**src/rtl/mips_alu_pkg.sv**
```systemverilog
// Shared definitions for the multicycle MIPS ALU: the 3-bit alucontrol encoding.
package mips_alu_pkg;

  typedef logic [2:0] alu_op_t;

  localparam alu_op_t ALU_AND  = 3'b000;
  localparam alu_op_t ALU_OR   = 3'b001;
  localparam alu_op_t ALU_ADD  = 3'b010;
  localparam alu_op_t ALU_RSV  = 3'b011;
  localparam alu_op_t ALU_ANDN = 3'b100;
  localparam alu_op_t ALU_ORN  = 3'b101;
  localparam alu_op_t ALU_SUB  = 3'b110;
  localparam alu_op_t ALU_SLT  = 3'b111;

endpackage

```
**src/rtl/mips_alu_if.sv**
```systemverilog
// Operand/result bundle between the datapath (master) and the ALU (slave).
// The overflow flag exists only when MIPS_ALU_OVERFLOW_EN is defined.
interface mips_alu_if #(parameter int WIDTH = 32);
  import mips_alu_pkg::*;

  logic [WIDTH-1:0] a;
  logic [WIDTH-1:0] b;
  alu_op_t          f;
  logic [WIDTH-1:0] y;
  logic             zero;
  logic [WIDTH-1:0] aluout;
`ifdef MIPS_ALU_OVERFLOW_EN
  logic             overflow;

  modport master (output a, b, f, input y, zero, aluout, overflow);
  modport slave  (input a, b, f, output y, zero, aluout, overflow);
`else
  modport master (output a, b, f, input y, zero, aluout);
  modport slave  (input a, b, f, output y, zero, aluout);
`endif

endinterface

```
**src/rtl/mips_alu_addsub.sv**
```systemverilog
// Single adder shared by ADD, SUB and SLT: computes a + (b ^ {WIDTH{sub}}) + sub.
module mips_alu_addsub #(
  parameter int WIDTH = 32
) (
  input  logic [WIDTH-1:0] a,
  input  logic [WIDTH-1:0] b,
  input  logic             sub,
  output logic [WIDTH-1:0] sum,
  output logic             cout,
  output logic             ovf
);

  logic [WIDTH-1:0] w_b_eff;

  assign w_b_eff      = b ^ {WIDTH{sub}};
  assign {cout, sum}  = {1'b0, a} + {1'b0, w_b_eff} + {{WIDTH{1'b0}}, sub};
  // Signed overflow: both adder inputs share a sign that the sum does not.
  assign ovf          = (a[WIDTH-1] == w_b_eff[WIDTH-1]) && (sum[WIDTH-1] != a[WIDTH-1]);

endmodule

```
**src/rtl/mips_alu.sv**
```systemverilog
// Combinational 32-bit MIPS ALU with zero flag and the registered ALUOut copy.
// Optional signed overflow flag enabled by defining MIPS_ALU_OVERFLOW_EN.
module mips_alu
  import mips_alu_pkg::*;
#(
  parameter int WIDTH = 32  // must match the WIDTH of the connected interface
) (
  input  logic       clk,
  input  logic       reset,
  mips_alu_if.slave  bus
);

  logic             w_sub;
  logic [WIDTH-1:0] w_sum;
  logic             w_cout;
  logic             w_ovf;
  logic             w_lt;
  logic [WIDTH-1:0] w_y;
  logic [WIDTH-1:0] r_aluout;
  logic             w_unused_cout;

  assign w_sub = (bus.f == ALU_SUB) || (bus.f == ALU_SLT);

  mips_alu_addsub #(.WIDTH(WIDTH)) u_addsub (
    .a    (bus.a),
    .b    (bus.b),
    .sub  (w_sub),
    .sum  (w_sum),
    .cout (w_cout),
    .ovf  (w_ovf)
  );

  assign w_unused_cout = w_cout;

  // Sign of the difference corrected by overflow gives the true signed compare.
  assign w_lt = w_sum[WIDTH-1] ^ w_ovf;

  // NOTE: default assignment first so every path drives w_y and no latch is inferred.
  always_comb begin
    w_y = '0;
    case (bus.f)
      ALU_AND:  w_y = bus.a & bus.b;
      ALU_OR:   w_y = bus.a | bus.b;
      ALU_ADD:  w_y = w_sum;
      ALU_ANDN: w_y = bus.a & ~bus.b;
      ALU_ORN:  w_y = bus.a | ~bus.b;
      ALU_SUB:  w_y = w_sum;
      ALU_SLT:  w_y = {{(WIDTH-1){1'b0}}, w_lt};
      default:  w_y = '0;
    endcase
  end

  // NOTE: sequential state uses non-blocking assignments so all flops update together.
  always_ff @(posedge clk or posedge reset) begin
    if (reset) r_aluout <= '0;
    else       r_aluout <= w_y;
  end

  assign bus.y      = w_y;
  assign bus.zero   = ~|w_y;
  assign bus.aluout = r_aluout;

`ifdef MIPS_ALU_OVERFLOW_EN
  always_comb begin
    bus.overflow = 1'b0;
    if (bus.f == ALU_ADD || bus.f == ALU_SUB) bus.overflow = w_ovf;
  end
`endif

endmodule

```
**src/flat_wrapper.sv**
```systemverilog
// flat-port wrapper written by rule: the top's interface ports become plain ports
module mips_alu_flat import mips_alu_pkg::*;
#(
  parameter int WIDTH = 32                                                    
)
  (clk, reset, bus_a, bus_b, bus_f, bus_y, bus_zero, bus_aluout);
  mips_alu_if #(.WIDTH(WIDTH)) bus_i ();
  input  logic clk;
  input  logic reset;
  input wire logic [$bits(bus_i.a)-1:0] bus_a;
  input wire logic [$bits(bus_i.b)-1:0] bus_b;
  input wire logic [$bits(bus_i.f)-1:0] bus_f;
  output wire logic [$bits(bus_i.y)-1:0] bus_y;
  output wire logic [$bits(bus_i.zero)-1:0] bus_zero;
  output wire logic [$bits(bus_i.aluout)-1:0] bus_aluout;
  assign bus_i.a = bus_a;
  assign bus_i.b = bus_b;
  assign bus_i.f = bus_f;
  assign bus_y = bus_i.y;
  assign bus_zero = bus_i.zero;
  assign bus_aluout = bus_i.aluout;
  mips_alu #(.WIDTH(WIDTH)) u_core (.clk(clk), .reset(reset), .bus(bus_i));
endmodule
```
**config.mk**
```make
export PLATFORM = sky130hd
export DESIGN_NAME = mips_alu_flat
export DESIGN_NICKNAME = d
export VERILOG_FILES = /design/src/rtl/mips_alu_pkg.sv /design/src/rtl/mips_alu_if.sv /design/src/rtl/mips_alu_addsub.sv /design/src/rtl/mips_alu.sv /design/src/flat_wrapper.sv
export SDC_FILE = /design/constraint.sdc
export NUM_CORES = 1
export LEC_CHECK = 0
export ABC_AREA = 1
export BUFFER_PORTS_ARGS = -buffer_cell sky130_fd_sc_hd__buf_2
export CAP_MARGIN = 20
export CORE_MARGIN = 2
export CORE_UTILIZATION = 25
export DETAILED_ROUTE_END_ITERATION = 16
export SLEW_MARGIN = 20
export SYNTH_ARGS = -nofsm -noshare
export SYNTH_HDL_FRONTEND = slang
export SYNTH_HIERARCHICAL = 1
export SYNTH_SLANG_ARGS = --single-unit
```
**constraint.sdc**
```tcl
create_clock -name clk -period 5.8 [get_ports clk]
set_clock_uncertainty 0.2 [all_clocks]
set_input_delay 0.58 -clock clk [delete_from_list [all_inputs] [get_ports clk]]
set_output_delay 0.58 -clock clk [all_outputs]
set_load 0.01 [all_outputs]
```
---- Word level (Yosys, flattened, before mapping) ----
Cells that the tools add are included.
W data, S select, Z words.
word-level totals
  flip-flop bits (word level) ............. 32
  input bits .............................. 69
  logic and storage cells ................. 25
cells by class
  add/subtract/negate cells ............... 2
  eq/ne operators ......................... 8
  multiplexer cells ....................... 1
  bitwise operators ....................... 7
  reduce and logical (&&, ||, !) cells .... 6
operators by type and width
  kind                  count
  $pmux W32 S6          1
  $and A32 B32 Y32      2
  $or A32 B32 Y32       2
  $add A32 B1 Y32       1
  $add A32 B32 Y32      1
  $not A32 Y32          1
  $reduce_or A32 Y1     1
  $xor A32 B32 Y32      1
  $eq A3 B3 Y1 const B  4
  $eq A3 B1 Y1 const B  1
  $eq A3 B2 Y1 const B  1
  $logic_not A3 Y1      1
  $reduce_or A2 Y1      1
  $eq A1 B1 Y1          1
  $logic_and A1 B1 Y1   1
  $logic_not A1 Y1      1
  $logic_or A1 B1 Y1    1
  $ne A1 B1 Y1          1
  $xor A1 B1 Y1         1

---- Logic depth before layout (Yosys ltp) ----
Gate-level depths: netlist of the first run.
  depth in word-level cells ............... 11
  gate-level depth with buffers ........... 30
  gate-level depth less buffers ........... 27

---- By module ----
Netlist of the first run, hierarchy kept.
modules (own cells, without submodules)
  module           times used  cells an instance  area each (um2)  sequential area each (um2)
  mips_alu         1           440                2,489.9          800.8
  mips_alu_addsub  1           419                2,346.0          0.0

---- Worst setup path before layout of the first run ----
OpenSTA, ideal clock, no wires.
  path kind ............................... input -> output
  start point ............................. in bus_f[2]
  end point ............................... out bus_zero
  arrival time ............................ 3,582 ps
  required time ........................... 5,020 ps
  setup slack ............................. 1,438 ps
  stages on the path ...................... 25
  buffers on the path ..................... 4
  path through ............................ buf_2 buf_2 nand2_1 inv_1 buf_6 buf_2 xor2_1 ha_1 a21oi_2 inv_1 nor2_1 nand2_2 nand2_1 nand2_2 nand2_2 nand2_2 xor2_1 a21oi_1 nand2_1 nand3_1 nor2_1 nand2_1 nor2_1 nand2_1 nor2_1
between the ends
  longest elaborated chain between the ends .. 11
  elaborated cells on any way between the ends .. 19
RTL lines
  what                        RTL line               RTL
  start: declaration          flat_wrapper.sv:12     input wire logic [$bits(bus_i.f)-1:0] bus_f;
  $eq A3 B3 Y1                mips_alu.sv:22         assign w_sub = (bus.f == ALU_SUB) || (bus.f == ALU_SLT);
  $logic_or A1 B1 Y1 *        mips_alu.sv:22
  named net u_core.w_sub      mips_alu.sv:13         logic w_sub;
  $xor A32 B32 Y32            mips_alu_addsub.sv:15  assign w_b_eff = b ^ {WIDTH{sub}};
  $add A32 B32 Y32            mips_alu_addsub.sv:16  assign {cout, sum} = {1'b0, a} + {1'b0, w_b_eff} + {{WIDTH{1'b0}}, sub};
  $add A32 B1 Y32 *           mips_alu_addsub.sv:16
  named net u_core.w_sum[31]  mips_alu.sv:14         logic [WIDTH-1:0] w_sum;
  $ne A1 B1 Y1                mips_alu_addsub.sv:18  assign ovf = (a[WIDTH-1] == w_b_eff[WIDTH-1]) && (sum[WIDTH-1] != a[WIDTH-1]);
  $logic_and A1 B1 Y1         mips_alu_addsub.sv:18
  $xor A1 B1 Y1 *             mips_alu.sv:36         assign w_lt = w_sum[WIDTH-1] ^ w_ovf;
  $pmux W32 S6 *              mips_alu.sv:41         case (bus.f)
  named net bus_y[0]          flat_wrapper.sv:13     output wire logic [$bits(bus_i.y)-1:0] bus_y;
  $reduce_or A32 Y1 *         mips_alu.sv:60         assign bus.zero = ~|w_y;
  $logic_not A1 Y1 *          mips_alu.sv:60
  end: declaration            flat_wrapper.sv:14     output wire logic [$bits(bus_i.zero)-1:0] bus_zero;
Mark *: on every way through the listed nets, which the timed path passes. The rest lies on a longest branch.

---- Worst setup path in the final report of the first run ----
  start point ............................. in bus_f[1]
  end point ............................... out bus_zero
between the ends
  longest elaborated chain between the ends .. 11
  elaborated cells on any way between the ends .. 19
RTL lines
  what                        RTL line
  $eq A3 B3 Y1                mips_alu.sv:22
  $logic_or A1 B1 Y1 *        mips_alu.sv:22
  named net u_core.w_sub      mips_alu.sv:13
  $xor A32 B32 Y32            mips_alu_addsub.sv:15
  $add A32 B32 Y32            mips_alu_addsub.sv:16
  $add A32 B1 Y32 *           mips_alu_addsub.sv:16
  named net u_core.w_sum[31]  mips_alu.sv:14
  $ne A1 B1 Y1                mips_alu_addsub.sv:18
  $logic_and A1 B1 Y1         mips_alu_addsub.sv:18
  $xor A1 B1 Y1               mips_alu.sv:36
  $pmux W32 S6 *              mips_alu.sv:41
  $reduce_or A32 Y1 *         mips_alu.sv:60
  $logic_not A1 Y1 *          mips_alu.sv:60
Marks and branches as above.

==> results of run 1 <==
-- per-layer routing --
layer  track usage, %  part of all wire, %
met1             22.6                   46
met2             29.3                   46
met3             2.65                  6.3
met4             4.64                  2.1
met5                0                0.074
-- layout make-up --
cell class,count,area [sq um]
Sequential cell,32,801
Clock buffer,6,129
Clock inverter,1,5.00
Timing Repair Buffer,140,718
Inverter,101,379
Fill cell,2117,12900
Multi-Input combinational cell,695,3500
Tap cell,234,293
-- path summary, 6_finish.rpt --
| kind | slack, ns | startpoint | cells past startpoint | to |
|---|---|---|---|---|
| worst max-delay path | 0.80 | bus_f[1] | 22 | bus_zero |
| worst min-delay path | 0.18 | reset | 3 | u_core/bus.aluout[22] |
| max in group asynchronous | 4.91 | reset | 3 | u_core/bus.aluout[4] |
| min in group clk | 0.46 | bus_b[2] | 4 | u_core/bus.aluout[2] |
-- per-stage QoR --
step | std cells | total power [mW]
5_1_grt | 1209 | 1.30
3_3_place_gp | 1202 | 0.956
2_1_floorplan | 854 | 0.718
3_5_place_dp | 1202 | 0.954
6_report | 1209 | 1.20
4_1_cts | 1209 | 1.20
-- worst max-delay path: cells and delay by family --
| family | cells | cell delay (ns) |
|---|---|---|
| fa+ha+maj | 1 | 0.34 |
| xor+xnor | 2 | 0.52 |
| simple gates | 11 | 1.17 |
| buf+inv | 4 | 0.96 |
| compound gates | 4 | 0.63 |
-- power groups by stage --
stage	sequential [mW]	combinational [mW]	clock, mW
6_report	0.265	0.691	0.246
4_1_cts	0.265	0.687	0.249
2_1_floorplan	0.289	0.429	0
3_3_place_gp	0.269	0.687	0
3_5_place_dp	0.269	0.685	0
5_1_grt	0.268	0.772	0.261
==> impl_metrics.py, run 1 <==
metrics = {
    "route": {
        "detailedRoute.firstIterationViolations": 318,
        "sum_of_routed_wire_length_over_all_layers_microns": 17600,
        "postRouteAntennaNets": 0,
        "routed-via-count": 5618,
        "detail_route.first_pass.iterations": 5,
        "routed_wire_length_per_instance_microns": 14.6,
        "drc_errors": 0,
        "vias_per_cell": 4.65,
    },
    "job": {
        "drv.max_cap_violation_count": 0,
    },
    "sta": {
        "post-route-min-period_ns": 5.00,
        "sum_of_negative_setup_slack_ns": 0,
        "setup_violators_final": 0,
        "period_share_pct": 86.2,
        "timing.slew.headroom_pct": 51.2,
        "final.hold.worst_slack_ns": 0.183,
        "rsz_0062_raised_after_global_routing": "false",
        "finalHoldViolCount": 0,
        "fmax_mhz": 200,
        "timing.final.max_slew_violations": 0,
        "postLayoutSetupSlackWorst_ns": 0.802,
        "worst_slew_pin_slew_ns": 0.732,
    },
    "final_layout": {
        "antennaDiodeCount": 0,
        "drive_above_1_share_pct": 17.6,
        "area.growth.synth_to_final_pct": 21.1,
        "postLayoutCoreUtil_pct": 31.0,
        "largest_register_ffs": 32,
        "final_common_cell": "sky130_fd_sc_hd__nand2_1",
        "mostFrequentLayoutCells": "sky130_fd_sc_hd__nand2_1 (357), sky130_fd_sc_hd__buf_2 (133), sky130_fd_sc_hd__inv_1 (98)",
        "layout.cell_area.non_filler_sq_um": 5830,
        "finalNetCount": 1076,
    },
    "global_route": {
        "first_pass_grt_wire_length_microns": 27500,
        "grt_max_degree": 42,
        "grt_antenna_before_repair": 1,
        "via_count_of_the_first_global_routing_pass": 5215,
        "grt_overflow_total": 0,
        "grt_usage_pct": 17.2,
    },
    "power": {
        "comb_power_share_pct": 57.5,
        "p_int_mw": 0.653,
        "power.density_nw_per_um2": 206,
        "vdd.ir_drop.worst_v": 0.0000834,
        "sw_frac_of_total_pct": 45.7,
        "leakagePower_nw": 3.48,
        "seq_power_share_pct": 22.0,
        "clkPwrFrac_pct": 20.5,
        "net-switching-power_mw": 0.550,
    },
    "placement": {
        "io_buf_count": 133,
        "dp_hpwl_microns": 14300,
        "finalWeightedCongestion": 0.990,
        "placement.cell_area_sq_um": 5690,
        "placement.setup.worst_slack_ns": 0.820,
    },
    "clock_network": {
        "clock_tree.buffer_depth": 2,
        "ctsRootBufferMaster": "sky130_fd_sc_hd__clkbuf_16",
        "tritoncts_sink_count": 32,
        "clock_buffer_count_from_cts": 5,
        "post_cts.repair.setup_buffers": 0,
        "cts.clk_slew.worst_paths_ns": 0.05,
        "tritoncts_clock_tree": "built",
        "ctsHoldBuffers": 0,
        "number_of_resized_instances_in_the_post_cts_repair_step": 0,
        "cts.htree.levels": 2,
    },
    "setup_path": {
        "worstPathRequired_ns": 5.02,
        "worstSetupEndpointType": "output pin",
        "setup.worst_path.start_class": "primary input",
        "crit_chain": "buf_2, nand2_1, inv_1, buf_4, xor2_1, ha_1, a21oi_1, o21ai_0, a21oi_1, nand2_2, nand2_2, nand2_2, xor2_1, a21oi_1, nand2_1, nand3_1, nor2_1, nand2_1, nor2_1, nand2_1, nor2_1, buf_2",
        "crit_slowest_cell": "sky130_fd_sc_hd__buf_2",
        "cpMostUsedCell": "sky130_fd_sc_hd__nand2_1",
        "timing.critical_path.fanout_max": 23,
        "path_class": "in2out",
        "worstPathArrival_ns": 4.22,
        "critical_path.max_stage_delay_ns": 0.38,
    },
    "logic_synthesis": {
        "postSynthCellCount": 854,
        "synth_nets": 955,
        "synth_area_sq_um": 4810,
        "synth-warning-count": 6,
        "syn_area_per_cell_sq_um": 5.64,
    },
    "die": {
        "pin_count": 134,
        "die_area_sq_um": 20400,
        "floorplan.initialDensity_pct": 25.6,
        "fp-row-count": 50,
        "dieWidth_microns": 143,
        "core_area_sq_um": 18800,
        "die_height_microns": 143,
    },
    "worst_hold_path": {
        "hp-class": "in2async",
    },
    "outcome": {
        "outcome": "completed",
    },
}
(Power assumes the default switching activity.)
==> inputs of run 2 (changes only) <==
--- a/config.mk
+++ b/config.mk
@@ -8,9 +8,12 @@
 export ABC_AREA = 1
 export BUFFER_PORTS_ARGS = -buffer_cell sky130_fd_sc_hd__buf_2
 export CAP_MARGIN = 20
+export CELL_PAD_IN_SITES_DETAIL_PLACEMENT = 2
+export CELL_PAD_IN_SITES_GLOBAL_PLACEMENT = 2
 export CORE_MARGIN = 2
 export CORE_UTILIZATION = 25
 export DETAILED_ROUTE_END_ITERATION = 16
+export PLACE_DENSITY_LB_ADDON = 0.1
 export SLEW_MARGIN = 20
 export SYNTH_ARGS = -nofsm -noshare
 export SYNTH_HDL_FRONTEND = slang
==> run 2 against run 1 <==
  * Critical path depth increased by 2
  * Highest routed layer is now met4
  * Clock-buffer cell count unchanged
  * Combinational power increased by 6.9%
  * Critical endpoint unchanged
  * Largest power group unchanged
==> impl_metrics.py, run 2 (same netlist as run 1, synthesis figures left out) <==
metrics = {
    "route": {
        "routed_wire_length_per_instance_microns": 18.3,
        "postRouteAntennaNets": 0,
        "drc_errors": 0,
        "detail_route.first_pass.iterations": 4,
        "routed-via-count": 5739,
        "detailedRoute.firstIterationViolations": 188,
        "vias_per_cell": 4.74,
        "sum_of_routed_wire_length_over_all_layers_microns": 22200,
    },
    "global_route": {
        "first_pass_grt_wire_length_microns": 34700,
        "grt_antenna_before_repair": 0,
        "grt_overflow_total": 0,
        "grt_max_degree": 40,
        "grt_usage_pct": 22.2,
        "via_count_of_the_first_global_routing_pass": 5991,
    },
    "power": {
        "leakagePower_nw": 3.50,
        "seq_power_share_pct": 20.5,
        "p_int_mw": 0.702,
        "power.density_nw_per_um2": 221,
        "clkPwrFrac_pct": 22.7,
        "sw_frac_of_total_pct": 46.0,
        "comb_power_share_pct": 56.8,
        "vdd.ir_drop.worst_v": 0.0000956,
        "net-switching-power_mw": 0.599,
        "total_power_mw": 1.30,
    },
    "sta": {
        "final.hold.worst_slack_ns": 0.184,
        "timing.slew.headroom_pct": 44.6,
        "fmax_mhz": 203,
        "worst_slew_pin_slew_ns": 0.828,
        "period_share_pct": 85.1,
        "rsz_0062_raised_after_global_routing": "false",
        "finalHoldViolCount": 0,
        "sum_of_negative_setup_slack_ns": 0,
        "setup_violators_final": 0,
        "post-route-min-period_ns": 4.94,
        "timing.final.max_slew_violations": 0,
    },
    "clock_network": {
        "tritoncts_sink_count": 32,
        "ctsHoldBuffers": 0,
        "clock_tree.buffer_depth": 2,
        "post_cts.repair.setup_buffers": 0,
        "tritoncts_clock_tree": "built",
        "ctsRootBufferMaster": "sky130_fd_sc_hd__clkbuf_16",
        "cts.htree.levels": 2,
        "clock_buffer_count_from_cts": 5,
        "number_of_resized_instances_in_the_post_cts_repair_step": 0,
        "cts.clk_slew.worst_paths_ns": 0.05,
    },
    "setup_path": {
        "crit_start": "bus_f[2]",
        "worstPathArrival_ns": 4.16,
        "crit_chain": "buf_2, nand2_1, clkinv_1, buf_4, xor2_1, ha_1, a21oi_1, nor2_1, nor2_1, nand2_2, nand2_1, nand2_2, nand2_2, nand2_2, xor2_1, a21oi_1, nand2_1, nand3_1, nor2_1, nand2_1, nor2_1, nand2_1, nor2_1, buf_2",
        "worstPathBufferInverterCount": 4,
        "crit_slowest_cell": "sky130_fd_sc_hd__ha_1",
        "worstPathRequired_ns": 5.02,
        "cpLargestDelayFamily": "simple AND/OR/NAND/NOR gates",
        "worstSetupEndpointType": "output pin",
        "critical_path.max_stage_delay_ns": 0.35,
        "timing.critical_path.fanout_max": 12,
        "setup.worst_path.start_class": "primary input",
        "path_class": "in2out",
    },
    "die": {
        "die_height_microns": 143,
        "fp-row-count": 50,
        "pin_count": 134,
        "floorplan.initialDensity_pct": 25.6,
        "dieWidth_microns": 143,
        "core_area_sq_um": 18800,
        "die_area_sq_um": 20400,
    },
    "placement": {
        "dp_hpwl_microns": 18700,
        "placement.cell_area_sq_um": 5710,
        "finalWeightedCongestion": 0.875,
        "io_buf_count": 133,
    },
    "outcome": {
        "outcome": "completed",
    },
    "final_layout": {
        "drive_above_1_share_pct": 17.8,
        "area.growth.synth_to_final_pct": 22.1,
        "postLayoutCoreUtil_pct": 31.3,
        "mostFrequentLayoutCells": "sky130_fd_sc_hd__nand2_1 (357), sky130_fd_sc_hd__buf_2 (133), sky130_fd_sc_hd__inv_1 (97)",
        "final_common_cell": "sky130_fd_sc_hd__nand2_1",
        "nFillCells": 2449,
        "antennaDiodeCount": 0,
        "finalNetCount": 1077,
        "layout.cell_area.non_filler_sq_um": 5880,
        "largest_register_ffs": 32,
    },
    "job": {
        "drv.max_cap_violation_count": 0,
    },
    "worst_hold_path": {
        "hp-class": "in2async",
    },
}
[run 2: how the worst max path moves through the flow]
| stage | depth (start not counted) | endpoint |
|---|---|---|
| after floorplan | 25 | bus_zero |
| after global placement | 24 | bus_zero |
| after detailed placement | 24 | bus_zero |
| after CTS | 24 | bus_zero |
| after global routing | 26 | bus_zero |
| final | 24 | bus_zero |
[run 2: power by group through the flow]
| stage | clock [mW] | sequential (mW) | combinational, mW |
|---|---|---|---|
| after detailed placement | 0 | 0.271 | 0.741 |
| after global routing | 0.312 | 0.270 | 0.828 |
| after CTS | 0.304 | 0.267 | 0.744 |
| after floorplan | 0 | 0.289 | 0.429 |
| after global placement | 0 | 0.268 | 0.731 |
| final | 0.296 | 0.266 | 0.739 |
[run 2: through the flow]
| stage | cells | worst slack (ns) |
|---|---|---|
| global placement | 1203 | 0.935 |
| floorplan | 854 | 1.44 |
| finish | 1211 | 0.864 |
| CTS | 1211 | 0.854 |
| global route | 1211 | 0.549 |
| detailed placement | 1203 | 0.867 |
[run 2: routing by layer]
metal  GRT usage (%)  wire length [microns]  up-vias
li1                -                      -     2866
met1            34.1                  11800     2770
met2            34.7                   9540       95
met3           0.905                    657        8
met4            3.65                    174        0
met5               0                      0        -
[run 2: final cells by class]
| type | count | area, sq um | area share [%] |
|---|---|---|---|
| Inverter | 101 | 379 | 6.45 |
| Multi-Input combinational cell | 695 | 3500 | 59.6 |
| Tap cell | 234 | 293 | 4.98 |
| Timing Repair Buffer | 141 | 738 | 12.6 |
| Clock inverter | 2 | 35.0 | 0.596 |
| Clock buffer | 6 | 129 | 2.19 |
| Sequential cell | 32 | 801 | 13.6 |
